--- config.mk ---
export PLATFORM = sky130hd
export DESIGN_NAME = lcd_text_ctrl
export DESIGN_NICKNAME = d
export VERILOG_FILES = /design/src/rtl/lcd_pkg.sv /design/src/rtl/lcd_bus_writer.sv /design/src/rtl/lcd_text_ctrl.sv
export SDC_FILE = /design/constraint.sdc
export NUM_CORES = 1
export LEC_CHECK = 0
export ABC_AREA = 1
export BUFFER_PORTS_ARGS = -buffer_cell sky130_fd_sc_hd__buf_2
export CORE_MARGIN = 5
export CORE_UTILIZATION = 45
export DETAILED_ROUTE_END_ITERATION = 10
export SKIP_LAST_GASP = 1
export SLEW_MARGIN = 20
export SYNTH_ARGS = -nofsm -noshare
export SYNTH_HDL_FRONTEND = slang
export SYNTH_SLANG_ARGS = --single-unit
export TNS_END_PERCENT = 20
--- constraint.sdc ---
create_clock -name i_clk -period 2.1 [get_ports i_clk]
set_input_delay 0.21 -clock i_clk [delete_from_list [all_inputs] [get_ports i_clk]]
set_output_delay 0.21 -clock i_clk [all_outputs]
set_load 0.01 [all_outputs]
--- src/rtl/lcd_pkg.sv ---
// Shared definitions for the HD44780 16x2 text LCD sequencer.
// Holds the controller and bus-writer state encodings, HD44780 command bytes,
// and the power-up init command table.
package lcd_pkg;

  typedef enum logic [2:0] {
    S_PWRUP = 3'd0,
    S_INIT  = 3'd1,
    S_IDLE  = 3'd2,
    S_ADDR  = 3'd3,
    S_CHAR  = 3'd4
  } lcd_state_e;

  typedef enum logic [2:0] {
    W_IDLE  = 3'd0,
    W_SETUP = 3'd1,
    W_PULSE = 3'd2,
    W_HOLD  = 3'd3,
    W_WAIT  = 3'd4
  } wr_state_e;

  localparam logic [7:0] LCD_FUNC_8B2L = 8'h38;
  localparam logic [7:0] LCD_DISP_ON   = 8'h0C;
  localparam logic [7:0] LCD_CLEAR     = 8'h01;
  localparam logic [7:0] LCD_ENTRY_INC = 8'h06;
  localparam logic [7:0] LCD_ROW0      = 8'h80;
  localparam logic [7:0] LCD_ROW1      = 8'hC0;

  localparam int INIT_LEN = 5;

  // Power-up command sequence: function set is sent twice, then display on, clear, entry mode.
  function automatic logic [7:0] init_cmd(input logic [2:0] idx);
    case (idx)
      3'd0:    init_cmd = LCD_FUNC_8B2L;
      3'd1:    init_cmd = LCD_FUNC_8B2L;
      3'd2:    init_cmd = LCD_DISP_ON;
      3'd3:    init_cmd = LCD_CLEAR;
      3'd4:    init_cmd = LCD_ENTRY_INC;
      default: init_cmd = LCD_FUNC_8B2L;
    endcase
  endfunction

endpackage

--- src/rtl/lcd_bus_writer.sv ---
// Single-byte HD44780 bus transfer engine.
// Ports: i_clk, i_rst (sync, active-high); i_start/i_rs/i_data request one byte;
// o_done pulses for one cycle once the post-transfer wait has elapsed;
// o_en/o_rs/o_data drive the LCD pins (all registered).
// Timeline from the first cycle RS/DATA are driven: EN_CYCLES setup, EN_CYCLES
// high, EN_CYCLES hold, then CMD_WAIT (or CLR_WAIT after a clear command).
module lcd_bus_writer
  import lcd_pkg::*;
#(
  parameter int EN_CYCLES = 16,
  parameter int CMD_WAIT  = 2000,
  parameter int CLR_WAIT  = 82000,
  parameter int CNT_W     = 18
) (
  input  logic       i_clk,
  input  logic       i_rst,
  input  logic       i_start,
  input  logic       i_rs,
  input  logic [7:0] i_data,
  output logic       o_done,
  output logic       o_en,
  output logic       o_rs,
  output logic [7:0] o_data
);

  localparam logic [CNT_W-1:0] EN_LAST = CNT_W'(EN_CYCLES - 1);

  wr_state_e        state_q;
  logic [CNT_W-1:0] cnt_q;
  logic             is_clr_q;
  logic             en_q;
  logic             rs_q;
  logic [7:0]       data_q;
  logic             done_q;
  logic [CNT_W-1:0] wait_last_s;

  // The clear command needs a much longer settle time than other bytes.
  assign wait_last_s = is_clr_q ? CNT_W'(CLR_WAIT - 1) : CNT_W'(CMD_WAIT - 1);

  // Transfer sequencer: latches the byte, shapes EN and times the post-wait.
  always_ff @(posedge i_clk) begin
    if (i_rst) begin
      state_q  <= W_IDLE;
      cnt_q    <= '0;
      is_clr_q <= 1'b0;
      en_q     <= 1'b0;
      rs_q     <= 1'b0;
      data_q   <= 8'h00;
      done_q   <= 1'b0;
    end else begin
      done_q <= 1'b0;
      case (state_q)
        W_IDLE: begin
          if (i_start) begin
            rs_q     <= i_rs;
            data_q   <= i_data;
            is_clr_q <= !i_rs && (i_data == LCD_CLEAR);
            cnt_q    <= '0;
            state_q  <= W_SETUP;
          end
        end
        W_SETUP: begin
          if (cnt_q == EN_LAST) begin
            cnt_q   <= '0;
            en_q    <= 1'b1;
            state_q <= W_PULSE;
          end else begin
            cnt_q <= cnt_q + CNT_W'(1);
          end
        end
        W_PULSE: begin
          if (cnt_q == EN_LAST) begin
            cnt_q   <= '0;
            en_q    <= 1'b0;
            state_q <= W_HOLD;
          end else begin
            cnt_q <= cnt_q + CNT_W'(1);
          end
        end
        W_HOLD: begin
          if (cnt_q == EN_LAST) begin
            cnt_q   <= '0;
            state_q <= W_WAIT;
          end else begin
            cnt_q <= cnt_q + CNT_W'(1);
          end
        end
        W_WAIT: begin
          if (cnt_q == wait_last_s) begin
            cnt_q   <= '0;
            done_q  <= 1'b1;
            state_q <= W_IDLE;
          end else begin
            cnt_q <= cnt_q + CNT_W'(1);
          end
        end
        default: begin
          en_q    <= 1'b0;
          state_q <= W_IDLE;
        end
      endcase
    end
  end

  assign o_done = done_q;
  assign o_en   = en_q;
  assign o_rs   = rs_q;
  assign o_data = data_q;

endmodule

--- src/rtl/lcd_text_ctrl.sv ---
// HD44780 16x2 text LCD controller for the DE2-115 (8-bit bus, write-only).
// Ports: i_clk, i_rst (sync, active-high); i_wr_en/i_wr_addr/i_wr_data write one
// character into the 32-byte text buffer (row0 = 0-15, row1 = 16-31);
// o_ready = init finished; o_busy = refresh pass running or pending;
// io_LCD_DATA/o_LCD_EN/o_LCD_RS drive the panel; RW/ON/BLON are constants.
// After power-up init the full screen is re-sent whenever the buffer was written.
module lcd_text_ctrl
  import lcd_pkg::*;
#(
  parameter int PWRUP_CYCLES = 750000,
  parameter int EN_CYCLES    = 16,
  parameter int CMD_WAIT     = 2000,
  parameter int CLR_WAIT     = 82000
) (
  input  logic       i_clk,
  input  logic       i_rst,
  input  logic       i_wr_en,
  input  logic [4:0] i_wr_addr,
  input  logic [7:0] i_wr_data,
  output logic       o_ready,
  output logic       o_busy,
  inout  wire  [7:0] io_LCD_DATA,
  output logic       o_LCD_EN,
  output logic       o_LCD_RS,
  output logic       o_LCD_RW,
  output logic       o_LCD_ON,
  output logic       o_LCD_BLON
);

  localparam int MAX_WAIT = (PWRUP_CYCLES > CLR_WAIT) ? PWRUP_CYCLES : CLR_WAIT;
  localparam int CNT_W    = $clog2(MAX_WAIT) + 1;

  lcd_state_e       state_q;
  logic [CNT_W-1:0] cnt_q;
  logic [2:0]       init_idx_q;
  logic             row_q;
  logic [3:0]       col_q;
  logic             xfer_q;    // a byte has been handed to the writer and is not yet done
  logic             start_q;
  logic             rs_q;
  logic [7:0]       byte_q;
  logic             dirty_q;
  logic             ready_q;
  logic [7:0]       text_q [32];
  logic             wr_done_s;
  logic [7:0]       lcd_data_s;

  // Text buffer: plain registers, blank (space) after reset.
  always_ff @(posedge i_clk) begin
    if (i_rst) begin
      for (int i = 0; i < 32; i++) text_q[i] <= 8'h20;
    end else if (i_wr_en) begin
      text_q[i_wr_addr] <= i_wr_data;
    end
  end

  // Main sequencer: power-up wait, init commands, then full-screen refresh passes.
  always_ff @(posedge i_clk) begin
    if (i_rst) begin
      state_q    <= S_PWRUP;
      cnt_q      <= '0;
      init_idx_q <= 3'd0;
      row_q      <= 1'b0;
      col_q      <= 4'd0;
      xfer_q     <= 1'b0;
      start_q    <= 1'b0;
      rs_q       <= 1'b0;
      byte_q     <= 8'h00;
      dirty_q    <= 1'b1;
      ready_q    <= 1'b0;
    end else begin
      start_q <= 1'b0;
      case (state_q)
        S_PWRUP: begin
          if (cnt_q == CNT_W'(PWRUP_CYCLES - 1)) begin
            cnt_q   <= '0;
            state_q <= S_INIT;
          end else begin
            cnt_q <= cnt_q + CNT_W'(1);
          end
        end
        S_INIT: begin
          if (!xfer_q) begin
            start_q <= 1'b1;
            rs_q    <= 1'b0;
            byte_q  <= init_cmd(init_idx_q);
            xfer_q  <= 1'b1;
          end else if (wr_done_s) begin
            xfer_q <= 1'b0;
            if (init_idx_q == 3'(INIT_LEN - 1)) begin
              ready_q <= 1'b1;
              state_q <= S_IDLE;
            end else begin
              init_idx_q <= init_idx_q + 3'd1;
            end
          end
        end
        S_IDLE: begin
          if (dirty_q) begin
            dirty_q <= 1'b0;
            row_q   <= 1'b0;
            state_q <= S_ADDR;
          end
        end
        S_ADDR: begin
          if (!xfer_q) begin
            start_q <= 1'b1;
            rs_q    <= 1'b0;
            byte_q  <= row_q ? LCD_ROW1 : LCD_ROW0;
            xfer_q  <= 1'b1;
          end else if (wr_done_s) begin
            xfer_q  <= 1'b0;
            col_q   <= 4'd0;
            state_q <= S_CHAR;
          end
        end
        S_CHAR: begin
          if (!xfer_q) begin
            start_q <= 1'b1;
            rs_q    <= 1'b1;
            byte_q  <= text_q[{row_q, col_q}];
            xfer_q  <= 1'b1;
          end else if (wr_done_s) begin
            xfer_q <= 1'b0;
            if (col_q == 4'd15) begin
              if (!row_q) begin
                row_q   <= 1'b1;
                state_q <= S_ADDR;
              end else begin
                state_q <= S_IDLE;
              end
            end else begin
              col_q <= col_q + 4'd1;
            end
          end
        end
        default: state_q <= S_PWRUP;
      endcase
      // Placed last so a write in the same cycle as the clear keeps dirty set.
      if (i_wr_en) dirty_q <= 1'b1;
    end
  end

  lcd_bus_writer #(
    .EN_CYCLES (EN_CYCLES),
    .CMD_WAIT  (CMD_WAIT),
    .CLR_WAIT  (CLR_WAIT),
    .CNT_W     (CNT_W)
  ) u_writer (
    .i_clk   (i_clk),
    .i_rst   (i_rst),
    .i_start (start_q),
    .i_rs    (rs_q),
    .i_data  (byte_q),
    .o_done  (wr_done_s),
    .o_en    (o_LCD_EN),
    .o_rs    (o_LCD_RS),
    .o_data  (lcd_data_s)
  );

  assign io_LCD_DATA = lcd_data_s;
  assign o_ready     = ready_q;
  assign o_busy      = !((state_q == S_IDLE) && !dirty_q);
  assign o_LCD_RW    = 1'b0;
  assign o_LCD_ON    = 1'b1;
  assign o_LCD_BLON  = 1'b1;

endmodule
==> results.py <==
metrics = {
    "place": {
        "globalplace.congestion": 0.866,
        "pre_cts_ws_ns": 0.178,
        "placed_cell_area_sq_mm": 0.0170,
        "portBuffers": 19,
        "dp_hpwl_microns": 27200,
    },
    "global_route": {
        "grt_util_met3_pct": 2.78,
        "antenna_found_initial": 0,
        "grt_usage_pct": 21.3,
        "grt_use_met1_pct": 30.5,
        "grt_pass1_vias": 12300,
        "met2_usage_pct": 34.7,
        "busiest_layer": "met2",
        "grt_max_degree": 67,
        "grt_pass1_wl_microns": 66900,
        "globalRouteOverflowTotal": 0,
    },
    "setup_path": {
        "cp-end-kind": "flop",
        "cp_slowest_cell": "dfxtp_1",
        "crit_chain": "ha_1, nand2_1, nor2_1, nand3_1, nor2_1, nand3_1, nand2_2, nand3_2, buf_4, nand4_1, inv_1",
        "path_class": "reg2reg",
        "cp.arrival_ns": 2.33,
        "slowest_delay_ns": 0.37,
        "start_kind": "flop",
        "critPathRequiredTime_ns": 2.51,
        "cp_num_buf_inv": 2,
        "path_max_fanout": 9,
        "path_delay_family": "simple AND/OR/NAND/NOR gates",
    },
    "yosys": {
        "synth_top_area_share_pct": 47.9,
        "syn-instance-count": 1884,
        "ys_top_cells_by_area": "edfxtp_1, nand2_1, dfxtp_1, nor2_1, nand3_1",
        "yosysWarnings": 0,
        "ys_top_cells_by_count": "nand2_1, nor2_1, edfxtp_1, nand3_1, inv_1",
        "syn_area_per_cell_sq_um": 8.53,
        "post-synth-top-count-cell": "nand2_1",
        "ys_seq_area_share_pct": 58.0,
        "yosys.area.top_type": "edfxtp_1",
        "synth_edf_count": 256,
        "synth-main-ff-cell": "edfxtp_1",
        "synth_cell_types": 41,
        "ys_ff_latch": 337,
        "async_reset_ff_share_pct": 0,
        "synth.cell_area_sq_mm": 0.0161,
    },
    "run_status": {
        "status": "finished clean",
    },
    "timing": {
        "drv_slew": 0,
        "tightest_slew_ns": 0.600,
        "layout_setup_ws_ns": 0.180,
        "grt_setup_unrepaired": "yes",
        "max_freq_ghz": 0.521,
        "setup_viol": 0,
        "period_needed_ns": 1.92,
        "finClkSkew_ns": 0.0197,
        "hold_viol_final": 0,
        "relSlewSlack_pct": 60.0,
        "fin_crit_sh_pct": 91.4,
    },
    "clock_network": {
        "clk_pin_slew_worst_paths_ns": 0.05,
        "cts_tree": "yes",
        "root_buffer": "clkbuf_16",
        "worstSkewPairLatency_ns": 0.53,
        "numCtsBuffers": 38,
        "clock_sinks": 337,
        "htree_levels": 2,
        "cts_buffer_depth": 3,
    },
    "power": {
        "comb_power_share_pct": 10.0,
        "seqPwrFrac_pct": 49.3,
        "powerDensity_mw_per_mm2": 857,
        "leakage_nw": 7.21,
        "max-vdd-ir-drop_v": 0.000666,
        "p_int_mw": 11.7,
        "p_sw_mw": 3.93,
        "pwr-share-clk_pct": 40.6,
        "p_total_mw": 15.7,
        "switching_share_pct": 25.1,
    },
    "drt": {
        "drt_iter0_markers": 1045,
        "routed_wl_microns": 42300,
        "drc": 0,
        "wl_per_cell_microns": 17.4,
        "first_pass_iters": 5,
        "postRouteAntennaNets": 0,
        "via_per_inst": 5.28,
        "vias": 12900,
    },
    "floorplanning": {
        "die_h_microns": 199,
        "initial_core_util_pct": 45.4,
        "die_w_microns": 199,
        "pin_count": 31,
        "fp-row-count": 69,
        "dieArea_sq_mm": 0.0396,
        "coreArea_sq_mm": 0.0354,
    },
    "finish": {
        "final_area_sq_mm": 0.0183,
        "nets": 1967,
        "area_growth_pct": 13.7,
        "layout-drive-gt1-share_pct": 10.8,
        "antenna_cells": 0,
    },
    "worst_hold_path": {
        "hold_class": "in2reg",
    },
    "job": {
        "maxCapViolCount": 0,
    },
}
## cell type report
| class | instances | area, sq um |
|---|---|---|
| fillers | 3317 | 17100 |
| flip-flops and latches | 337 | 9310 |
| multi-input cells | 1312 | 5750 |
| clock buffers | 51 | 1030 |
| repair buffers | 116 | 921 |
| well taps | 461 | 577 |
| inverters | 139 | 523 |
| clock inverters | 17 | 155 |
## through the flow
stage               instances  setup TNS, ns  util (%)  hold slack [ns]
floorplan                1885              0         -            0.298
global placement         2356              0      48.0            0.363
detailed placement       2356              0      48.0            0.364
CTS                      2433              0      51.6            0.246
global route             2433        -0.0810      51.6            0.254
finish                   2433              0      51.6            0.242
## power by group through the flow
| stage | clock network (mW) | registers [mW] | logic [mW] |
|---|---|---|---|
| 2_1_floorplan | 0 | 7.80 | 1.11 |
| 3_3_place_gp | 0 | 7.85 | 1.53 |
| 3_5_place_dp | 0 | 7.86 | 1.55 |
| 4_1_cts | 6.46 | 7.72 | 1.57 |
| 5_1_grt | 6.77 | 7.76 | 1.76 |
| 6_report | 6.36 | 7.72 | 1.57 |
## per-layer routing
metal  vias up  part of all wire (%)
li1       6314                     -
met2       419                    47
met3        70                   6.3
met1      6050                    45
met4         0                   2.3
met5         -                     0
## worst reg2reg max path, stage by stage (launching register included)
cell,delay [ns]
dfxtp_1,0.37
ha_1,0.20
nand2_1,0.06
nor2_1,0.16
nand3_1,0.11
nor2_1,0.09
nand3_1,0.11
nand2_2,0.13
nand3_2,0.22
buf_4,0.23
nand4_1,0.06
inv_1,0.05
## cells by family after synthesis
kind of cell	after synthesis	synth area share, %
adders and majority gates	7	0.545
other	2	0.0468
AOI/OAI and AO/OA	106	3.55
and+or+nand+nor	1191	31.3
DFF	337	58.0
xor gates and xnor gates	5	0.273
buffers and inverters	236	6.30
## sequential cells by signal, summed over array words and instances, names as in the netlist, 3 cells and up
signal	flops
byte_q	8
cnt_q	21
col_q	4
init_idx_q	3
io_LCD_DATA	8
state_q	3
text_q	256
u_writer.cnt_q	21
u_writer.state_q	3
## cell usage in the layout, fill, tap and decap left out, types with 9 or more instances in the layout
cell type and n:
nand2_1 526, nor2_1 340, edfxtp_1 256, nand3_1 240, inv_1 124, buf_4 82, dfxtp_1 79, a21oi_1 53
clkbuf_16 38, o21ai_0 37, nor3_1 26, buf_2 19, nand4_1 14, inv_2 12, nand2_2 10, clkbuf_1 9
dlygate4sd3_1 9
## worst paths after layout
check	endpoint	slack, ns	start	cells after the start
setup / recovery	u_writer.cnt_q[4]	0.18	u_writer.cnt_q[0]	11
hold / removal	o_ready	0.24	i_rst	3
setup reg to reg	u_writer.cnt_q[4]	0.18	u_writer.cnt_q[0]	11
hold reg to reg	u_writer.o_en	0.46	u_writer.o_en	2
## what timing repair did
action                                 in CTS  in global routing
hold buffers                                9                  0
setup endpoints to repair                   0                  9
endpoints found under the hold margin       9                  0
resized for setup                           0                  1
setup buffers                               0                  0
Power figures use the tool's default switching activity.
